===== config.mk =====
export PLATFORM = sky130hd
export DESIGN_NAME = secded_encoder_stream
export DESIGN_NICKNAME = d
export VERILOG_FILES = /design/src/rtl/secded_encoder_stream.sv
export SDC_FILE = /design/constraint.sdc
export NUM_CORES = 1
export LEC_CHECK = 0
export BUFFER_PORTS_ARGS = -buffer_cell sky130_fd_sc_hd__buf_2
export CELL_PAD_IN_SITES_DETAIL_PLACEMENT = 1
export CELL_PAD_IN_SITES_GLOBAL_PLACEMENT = 2
export CORE_ASPECT_RATIO = 1.1
export CORE_MARGIN = 1.5
export CORE_UTILIZATION = 40
export DETAILED_ROUTE_END_ITERATION = 6
export GPL_TIMING_DRIVEN = 0
export PLACE_DENSITY_LB_ADDON = 0.1
export SYNTH_ARGS = -nofsm -noshare
export SYNTH_HDL_FRONTEND = slang
export SYNTH_SLANG_ARGS = --single-unit
export TNS_END_PERCENT = 100

===== constraint.sdc =====
create_clock -name clk -period 4.59 [get_ports clk]
set_clock_uncertainty 0.05 [all_clocks]
set_input_delay 0.2295 -clock clk [delete_from_list [all_inputs] [get_ports clk]]
set_output_delay 0.2295 -clock clk [all_outputs]
set_load 0.005 [all_outputs]

===== src/rtl/secded_encoder_stream.sv =====
// Extended-Hamming SECDED encoder with a valid/ready stream interface, an output
// FIFO and a saturating encoded-word counter. Define ENC_ERR_INJECT_EN to add inj_mask.
module secded_encoder_stream #(
  parameter int DATA_W     = 11,
  parameter int FIFO_DEPTH = 2,
  parameter int CNT_W      = 16,
  // Smallest R with 2^R >= DATA_W+R+1, written out for the legal DATA_W range.
  localparam int R    = (DATA_W <= 4)  ? 3 :
                        (DATA_W <= 11) ? 4 :
                        (DATA_W <= 26) ? 5 :
                        (DATA_W <= 57) ? 6 : 7,
  localparam int CW_W = DATA_W + R + 1
) (
  input  logic              clk,
  input  logic              rst_n,
  input  logic              en,
  input  logic              in_valid,
  output logic              in_ready,
  input  logic [DATA_W-1:0] data_in,
  output logic              out_valid,
  input  logic              out_ready,
  output logic [CW_W-1:0]   data_out,
  output logic [CNT_W-1:0]  enc_count
`ifdef ENC_ERR_INJECT_EN
  ,
  input  logic [CW_W-1:0]   inj_mask
`endif
);

  localparam int AW  = $clog2(FIFO_DEPTH);
  localparam int CIW = $clog2(CW_W);
  localparam int DIW = $clog2(DATA_W);

  // Data bits fill the non-power-of-two positions from index 3 upward; each
  // Hamming parity covers the indices with its bit set, index 0 makes parity even.
  function automatic logic [CW_W-1:0] encode(input logic [DATA_W-1:0] d);
    logic [CW_W-1:0] cw;
    logic            p;
    int              n;
    int              pk;
    cw = '0;
    n  = 0;
    for (int j = 3; j < CW_W; j++) begin
      if ((j & (j - 1)) != 0) begin
        cw[j[CIW-1:0]] = d[n[DIW-1:0]];
        n = n + 1;
      end
    end
    for (int k = 0; k < R; k++) begin
      p = 1'b0;
      for (int j = 1; j < CW_W; j++) begin
        if (((j >> k) & 1) == 1) p = p ^ cw[j[CIW-1:0]];
      end
      pk = 1 << k;
      cw[pk[CIW-1:0]] = p;
    end
    cw[0] = ^cw[CW_W-1:1];
    return cw;
  endfunction

  logic [CW_W-1:0] cw_push;
  logic [CW_W-1:0] mem [FIFO_DEPTH];
  logic [AW:0]     wr_ptr;
  logic [AW:0]     rd_ptr;
  logic [AW:0]     wr_nxt;
  logic [AW:0]     rd_nxt;
  logic [CW_W-1:0] dout_q;
  logic [CW_W-1:0] head_nxt;
  logic [CNT_W-1:0] cnt_q;
  logic            empty;
  logic            full;
  logic            push;
  logic            pop;

  always_comb begin
    cw_push = encode(data_in);
`ifdef ENC_ERR_INJECT_EN
    cw_push = cw_push ^ inj_mask;
`endif
  end

  // Handshake: a beat transfers on a cycle where valid and ready are both high.
  // in_ready depends only on en and registered occupancy, never on out_ready.
  assign empty     = (wr_ptr == rd_ptr);
  assign full      = (wr_ptr[AW] != rd_ptr[AW]) && (wr_ptr[AW-1:0] == rd_ptr[AW-1:0]);
  assign in_ready  = rst_n & en & ~full;
  assign out_valid = ~empty;
  assign push      = in_valid & in_ready;
  assign pop       = out_valid & out_ready;
  assign wr_nxt    = wr_ptr + {{AW{1'b0}}, push};
  assign rd_nxt    = rd_ptr + {{AW{1'b0}}, pop};

  // A word pushed into an otherwise-empty slot becomes the head immediately.
  always_comb begin
    head_nxt = mem[rd_nxt[AW-1:0]];
    if (push && (wr_ptr[AW-1:0] == rd_nxt[AW-1:0])) head_nxt = cw_push;
  end

  always_ff @(posedge clk) begin
    if (push) mem[wr_ptr[AW-1:0]] <= cw_push;
  end

  always_ff @(posedge clk or negedge rst_n) begin
    if (!rst_n) begin
      wr_ptr <= '0;
      rd_ptr <= '0;
      dout_q <= '0;
    end else begin
      wr_ptr <= wr_nxt;
      rd_ptr <= rd_nxt;
      // Output register holds the last head once the FIFO drains.
      if (wr_nxt != rd_nxt) dout_q <= head_nxt;
    end
  end

  always_ff @(posedge clk or negedge rst_n) begin
    if (!rst_n) begin
      cnt_q <= '0;
    end else if (push && (cnt_q != {CNT_W{1'b1}})) begin
      cnt_q <= cnt_q + {{(CNT_W-1){1'b0}}, 1'b1};
    end
  end

  assign data_out  = dout_q;
  assign enc_count = cnt_q;

endmodule


# [Word level (Yosys, flattened, before mapping)]
# Memory sizes are Yosys's and may differ from the RTL's. A register that Yosys moved wholly into a read port is not among the register bits.
# Cells that the tools add are included.
[totals] register_bits=20 mem_bits_rw=32 inputBits=16 output_inout_bits=34 word_cells=48 memories=1
[mem_list] memory="mem" depth=2 word_bits=16 rd=1 rd_ports_with_merged_regs=1 write_ports=1 line_no="62" source="logic [CW_W-1:0] mem [FIFO_DEPTH];"
[classes] addsub=3 n_eq_ne=5 mux=2 bitwise_logic=30 reduce_logical=4
[ops] op="$xor A1 B1 Y1" count=24
[ops] op="$add A16 B1 Y16 const B" count=1
[ops] op="$ne A16 B16 Y1 const B" count=1
[ops] op="$reduce_xor A15 Y1" count=1
[ops] op="$add A2 B1 Y2" count=2
[ops] op="$and A1 B1 Y1" count=4
[ops] op="$eq A2 B2 Y1" count=1
[ops] op="$logic_and A1 B1 Y1" count=2
[ops] op="$mux W1" count=2
[ops] op="$ne A2 B2 Y1" count=1
[ops] op="$not A1 Y1" count=2
[ops] op="$eq A1 B1 Y1" count=1
[ops] op="$logic_not A1 Y1" count=1
[ops] op="$ne A1 B1 Y1" count=1

# [Logic depth before layout (Yosys ltp)]
[logic_depth] ltp_word=7 depth_mapped=11

# [Worst setup path after synthesis]
# No wires, ideal clock.
[synth_timing] kind="reg2reg" start="register wr_ptr[0]" end="register dout_q[10], in the netlist data_out[10] (read register of mem)" setup_ps=125 arrival_time_ps=2558 required_time_ps=4415 setup_slack_ps=1857 stages_incl_launch_ff=10 path_buffers=1 synth_period_minus_slack_ps=2733 path_cell_list="dfrtp_1 -> xnor2_1 -> a21o_1 -> inv_1 -> ha_1 -> xor2_1 -> xnor2_1 -> nand2_1 -> buf_2 -> mux2_2"
[synth_via] elab_chain_cells=7 elab_cells_between_ends=11 cone_classes="2 x add/sub; 3 x eq/ne; 5 x bitwise; 1 x reduce/logical"
[synth_rtl] item="start: declaration" line_no="63" source="logic [AW:0] wr_ptr;"
[synth_rtl] item="start signal: assignment" line_no="109" source="wr_ptr <= wr_nxt;"
[synth_rtl] item="$eq A1 B1 Y1" line_no="85" source="assign full = (wr_ptr[AW] != rd_ptr[AW]) && (wr_ptr[AW-1:0] == rd_ptr[AW-1:0]);"
[synth_rtl] item="$logic_and A1 B1 Y1" line_no="85"
[synth_rtl] item="$not A1 Y1" line_no="86" source="assign in_ready = rst_n & en & ~full;"
[synth_rtl] item="$and A1 B1 Y1" line_no="86"
[synth_rtl] item="$and A1 B1 Y1" line_no="88" source="assign push = in_valid & in_ready;"
[synth_rtl] item="$add A2 B1 Y2 (*)" line_no="90" source="assign wr_nxt = wr_ptr + {{AW{1'b0}}, push};"
[synth_rtl] item="via wr_nxt[1]" line_no="65" source="logic [AW:0] wr_nxt;"
[synth_rtl] item="$ne A2 B2 Y1 (*)" line_no="112" source="if (wr_nxt != rd_nxt) dout_q <= head_nxt;"
[synth_rtl] item="end: declaration" line_no="67" source="logic [CW_W-1:0] dout_q;"
# Mark *: on every way through the listed nets, which the timed path passes. The rest lies on a longest branch.
# A chain may end at the register's enable or synchronous reset.

# [Final worst setup path]
[layout_timing] start="input rst_n" end="register dout_q[8], in the netlist data_out[8] (read register of mem)"
[layout_via] elab_chain_cells=5
[layout_rtl] item="start: declaration" line_no="15" source="input logic rst_n,"
[layout_rtl] item="$and A1 B1 Y1 (2 in a row)" line_no="86"
[layout_rtl] item="$and A1 B1 Y1" line_no="88"
[layout_rtl] item="$add A2 B1 Y2" line_no="90"
[layout_rtl] item="via wr_nxt[1]" line_no="65"
[layout_rtl] item="$ne A2 B2 Y1" line_no="112"
# The timed path passes the listed nets, and every way through them passes these cells.

==> summary.md <==
| Metric | Value |
|---|---|
| Final Max Tran Viols | `0` |
| Crit Reg-Reg Startpoint | `wr_ptr[0]` |
| Yosys cell types | `36` |
| Cell count after synthesis | `226` |
| Period minus WS final | `4050 ps` |
| Critical Path End Type | `flop` |
| Yosys Warn Count | `0` |
| Clock Root Buffer | `clkbuf_8` |
| Total power | `2.54 mW` |
| Comb power frac | `43.8%` |
| Worst Slack Setup Final | `536 ps` |
| Drt first pass iters | `6` |
| Synth Flop Type | `dfrtp_1` |
| CTS buffer count | `9` |
| CP Class | `in -> reg` |
| Layout area overhead | `19.5%` |
| Final Hold Viols | `0` |
| Required @ worst endpoint | `4760 ps` |
| Setup WS pre-CTS | `521 ps` |
| Leak | `1.62 nW` |
| Setup_tns | `0 ps` |
| Width of the die | `86.9 um` |
| Cell taking the most area after synthesis | `edfxtp_1` |
| Crit path capture | `data_out[8]` |
| Slew HR | `41.5%` |
| Number of fill cells | `767` |
| FF/Latch Area | `1860 um2` |
| Fmax | `247 MHz` |
| CTS tree | `yes` |
| Seq/Total Area, Yosys | `60.1%` |
| Hold-fix buffers, CTS | `1` |
| Reg clk slew, reported paths | `70 ps` |
| RSZ-0062 raised after global routing | `false` |
| Clock share of power | `21.2%` |
| Worst-Margin Slew | `878 ps` |
| First-pass GRT wire length | `10.1 mm` |
| Post-synthesis net count | `246` |
| Total setup buffers inserted after CTS | `0` |
| Share of post-route cells with drive strength above 1 | `29.8%` |
| Via count | `1,904` |
| Clock tree sinks | `68` |
| Critical path launch point type | `primary input` |
| Post-detail-place hpwl | `4.21 mm` |
| Syn_area_per_cell | `13.7 um2` |
| Worst-path maximum fanout | `38` |
| CTS Buffer Depth | `2` |
| Htree depth | `3` |
| DRC Markers | `0` |
| Data arrival time of the critical path | `4230 ps` |
| DRT iter0 DRCs | `21` |
| Clk_lat worst skew | `340 ps` |
| Setup violators final | `0` |
| Post-CTS sizing | `0` |
| Routed wire length | `6.22 mm` |
| ANT cells | `0` |
| Mapped Area | `3100 um2` |
| WHS Path Cells | `1` |
| Die area | `8290 um2` |
| Share of the synthesized area in the top cell type | `31.0%` |
| Outcome | `complete, no violations` |
| Initial antenna violation count | `0` |
| Placement row count | `33` |
| VDD IR-drop max | `0.000248 V` |
| Reg power frac | `35.0%` |
| Pint | `1.70 mW` |
| Post-synth EDFFs | `32` |
| Starting Density | `41.5%` |
| Number of global-route vias before repair | `1,995` |
| Yosys reg bits | `68` |
| PD cells | `686 nW/um2` |
| PortBufs | `49` |
| Synth area leaders | `edfxtp_1, dfrtp_1, xnor2_1` |
| Fin nets | `307` |
| Critical Path Start | `rst_n` |
| Die Y | `95.3 um` |
| R2R Setup Slk | `1230 ps` |
| Sw Share | `33.0%` |
| Overflow after GRT | `0` |
| Via density | `4.80` |
| Io pins | `50` |
| Largest net degree at the start of global routing | `39` |
| Tcrit/Tclk final | `88.3%` |
| Hold Path Class | `in -> reg` |
| Async SR Flop Fraction | `52.9%` |
| WL/cell | `15.7 um` |
| R2R depth | `9` |
| Total GRT Usage | `16.7%` |
| Number of routed nets with antenna violations | `0` |
| Core ar. | `7470 um2` |
| P_sw | `0.840 mW` |
| Gpl congestion | `0.686` |
| Max_cap viols | `0` |
| Area of the multi-input gates | `1170 um2` |
| End of the worst register-to-register path | `data_out[8]` |
[power by group through the flow]
stage / clock network (mW) / registers, mW / logic, mW
global placement: 0 / 0.900 / 1.12
floorplan: 0 / 0.906 / 0.816
global route: 0.576 / 0.909 / 1.24
detailed placement: 0 / 0.903 / 1.14
finish: 0.539 / 0.890 / 1.11
CTS: 0.558 / 0.892 / 1.15
[through the flow]
stage          util [%]  hold WS (ps)  std cells  instance area, um2
2_1_floorplan         -          -116        226                3100
3_3_place_gp       46.5           357        380                3480
3_5_place_dp       46.5           360        380                3480
4_1_cts            49.6          51.2        397                3700
5_1_grt            49.6          65.0        397                3700
6_report           49.6          68.0        397                3700
[cells by family after synthesis]
logic type / count (synthesis) / share of synthesized area [%]
xor gates and xnor gates: 38 / 13.0
AOI/OAI and AO/OA: 25 / 4.97
DFF: 68 / 60.1
muxes: 32 / 11.1
adders and majority gates: 4 / 1.61
buffers and inverters: 13 / 2.26
and+or+nand+nor: 46 / 7.07
[layout make-up]
class / count / area share (%)
Clock inverter: 4 / 1.96
Buffer: 6 / 1.18
Multi-Input combinational cell: 145 / 31.5
Tap cell: 105 / 3.55
Inverter: 7 / 0.709
Timing Repair Buffer: 50 / 6.89
Clock buffer: 12 / 3.92
Sequential cell: 68 / 50.3
[routing by layer]
metal / global-route usage (%) / wire length, um
met2: 27.6 / 3090
met4: 8.87 / 100
met3: 3.38 / 204
met1: 20.7 / 2820
met5: 0 / 0
[worst max-delay path, stage by stage]
cell,delay (ps)
dlygate4sd3_1,520
buf_2,670
nand3_1,240
a21o_1,260
inv_1,120
ha_1,740
xor2_1,210
xnor2_1,170
nand2_1,290
buf_2,370
mux2_2,370
[flip-flops by register name, indices dropped and copies added (netlist names)]
name / count
rd_ptr: 2
mem: 32
enc_count: 16
data_out: 16
wr_ptr: 2
[worst min path at each step]
stage	startpoint	endpoint
2_1_floorplan	rst_n	data_out[0]
6_report	data_in[0]	mem[0][3]
3_5_place_dp	rst_n	data_out[6]
5_1_grt	data_in[0]	mem[1][3]
4_1_cts	data_in[7]	mem[0][12]
3_3_place_gp	rst_n	data_out[6]
[cell usage after synthesis (2+ instances only)]
master    instances
dfrtp_1          36
edfxtp_1         32
xnor2_1          20
nand2_1          19
mux2i_1          17
mux2_2           13
o21ai_1          13
xor2_1           13
inv_1             7
nand3_1           7
nor2_1            7
a21oi_1           5
ha_1              4
nand4_1           4
and3_1            3
a211oi_2          2
a21o_1            2
buf_2             2
clkbuf_1          2
nand2b_1          2
[placed cells by master, fill, tap and decap left out, drive strengths merged]
| cell | synthesis | final |
|---|---|---|
| mux2i | 17 | 17 |
| and2 | 1 | 1 |
| a21oi | 5 | 5 |
| edfxtp | 32 | 32 |
| buf | 4 | 53 |
| a211oi | 3 | 3 |
| bufinv | 0 | 2 |
| ha | 4 | 4 |
| xnor3 | 3 | 3 |
| nand2b | 2 | 2 |
| a2111o | 1 | 1 |
| mux2 | 15 | 15 |
| nand2 | 19 | 19 |
| nand3 | 7 | 7 |
| and3 | 3 | 3 |
| xnor2 | 20 | 20 |
| inv | 7 | 7 |
| dfrtp | 36 | 36 |
| nor2 | 7 | 7 |
| clkinvlp | 0 | 1 |
| xor3 | 1 | 1 |
| and4 | 1 | 1 |
| nand4 | 4 | 4 |
| o21ai | 14 | 14 |
| clkinv | 0 | 1 |
| dlygate4sd3 | 0 | 1 |
| nor4 | 1 | 1 |
| xor2 | 14 | 14 |
| clkbuf | 2 | 14 |
| a21o | 2 | 2 |
| and2b | 1 | 1 |
Note: power is estimated with default switching activity, not from simulation.
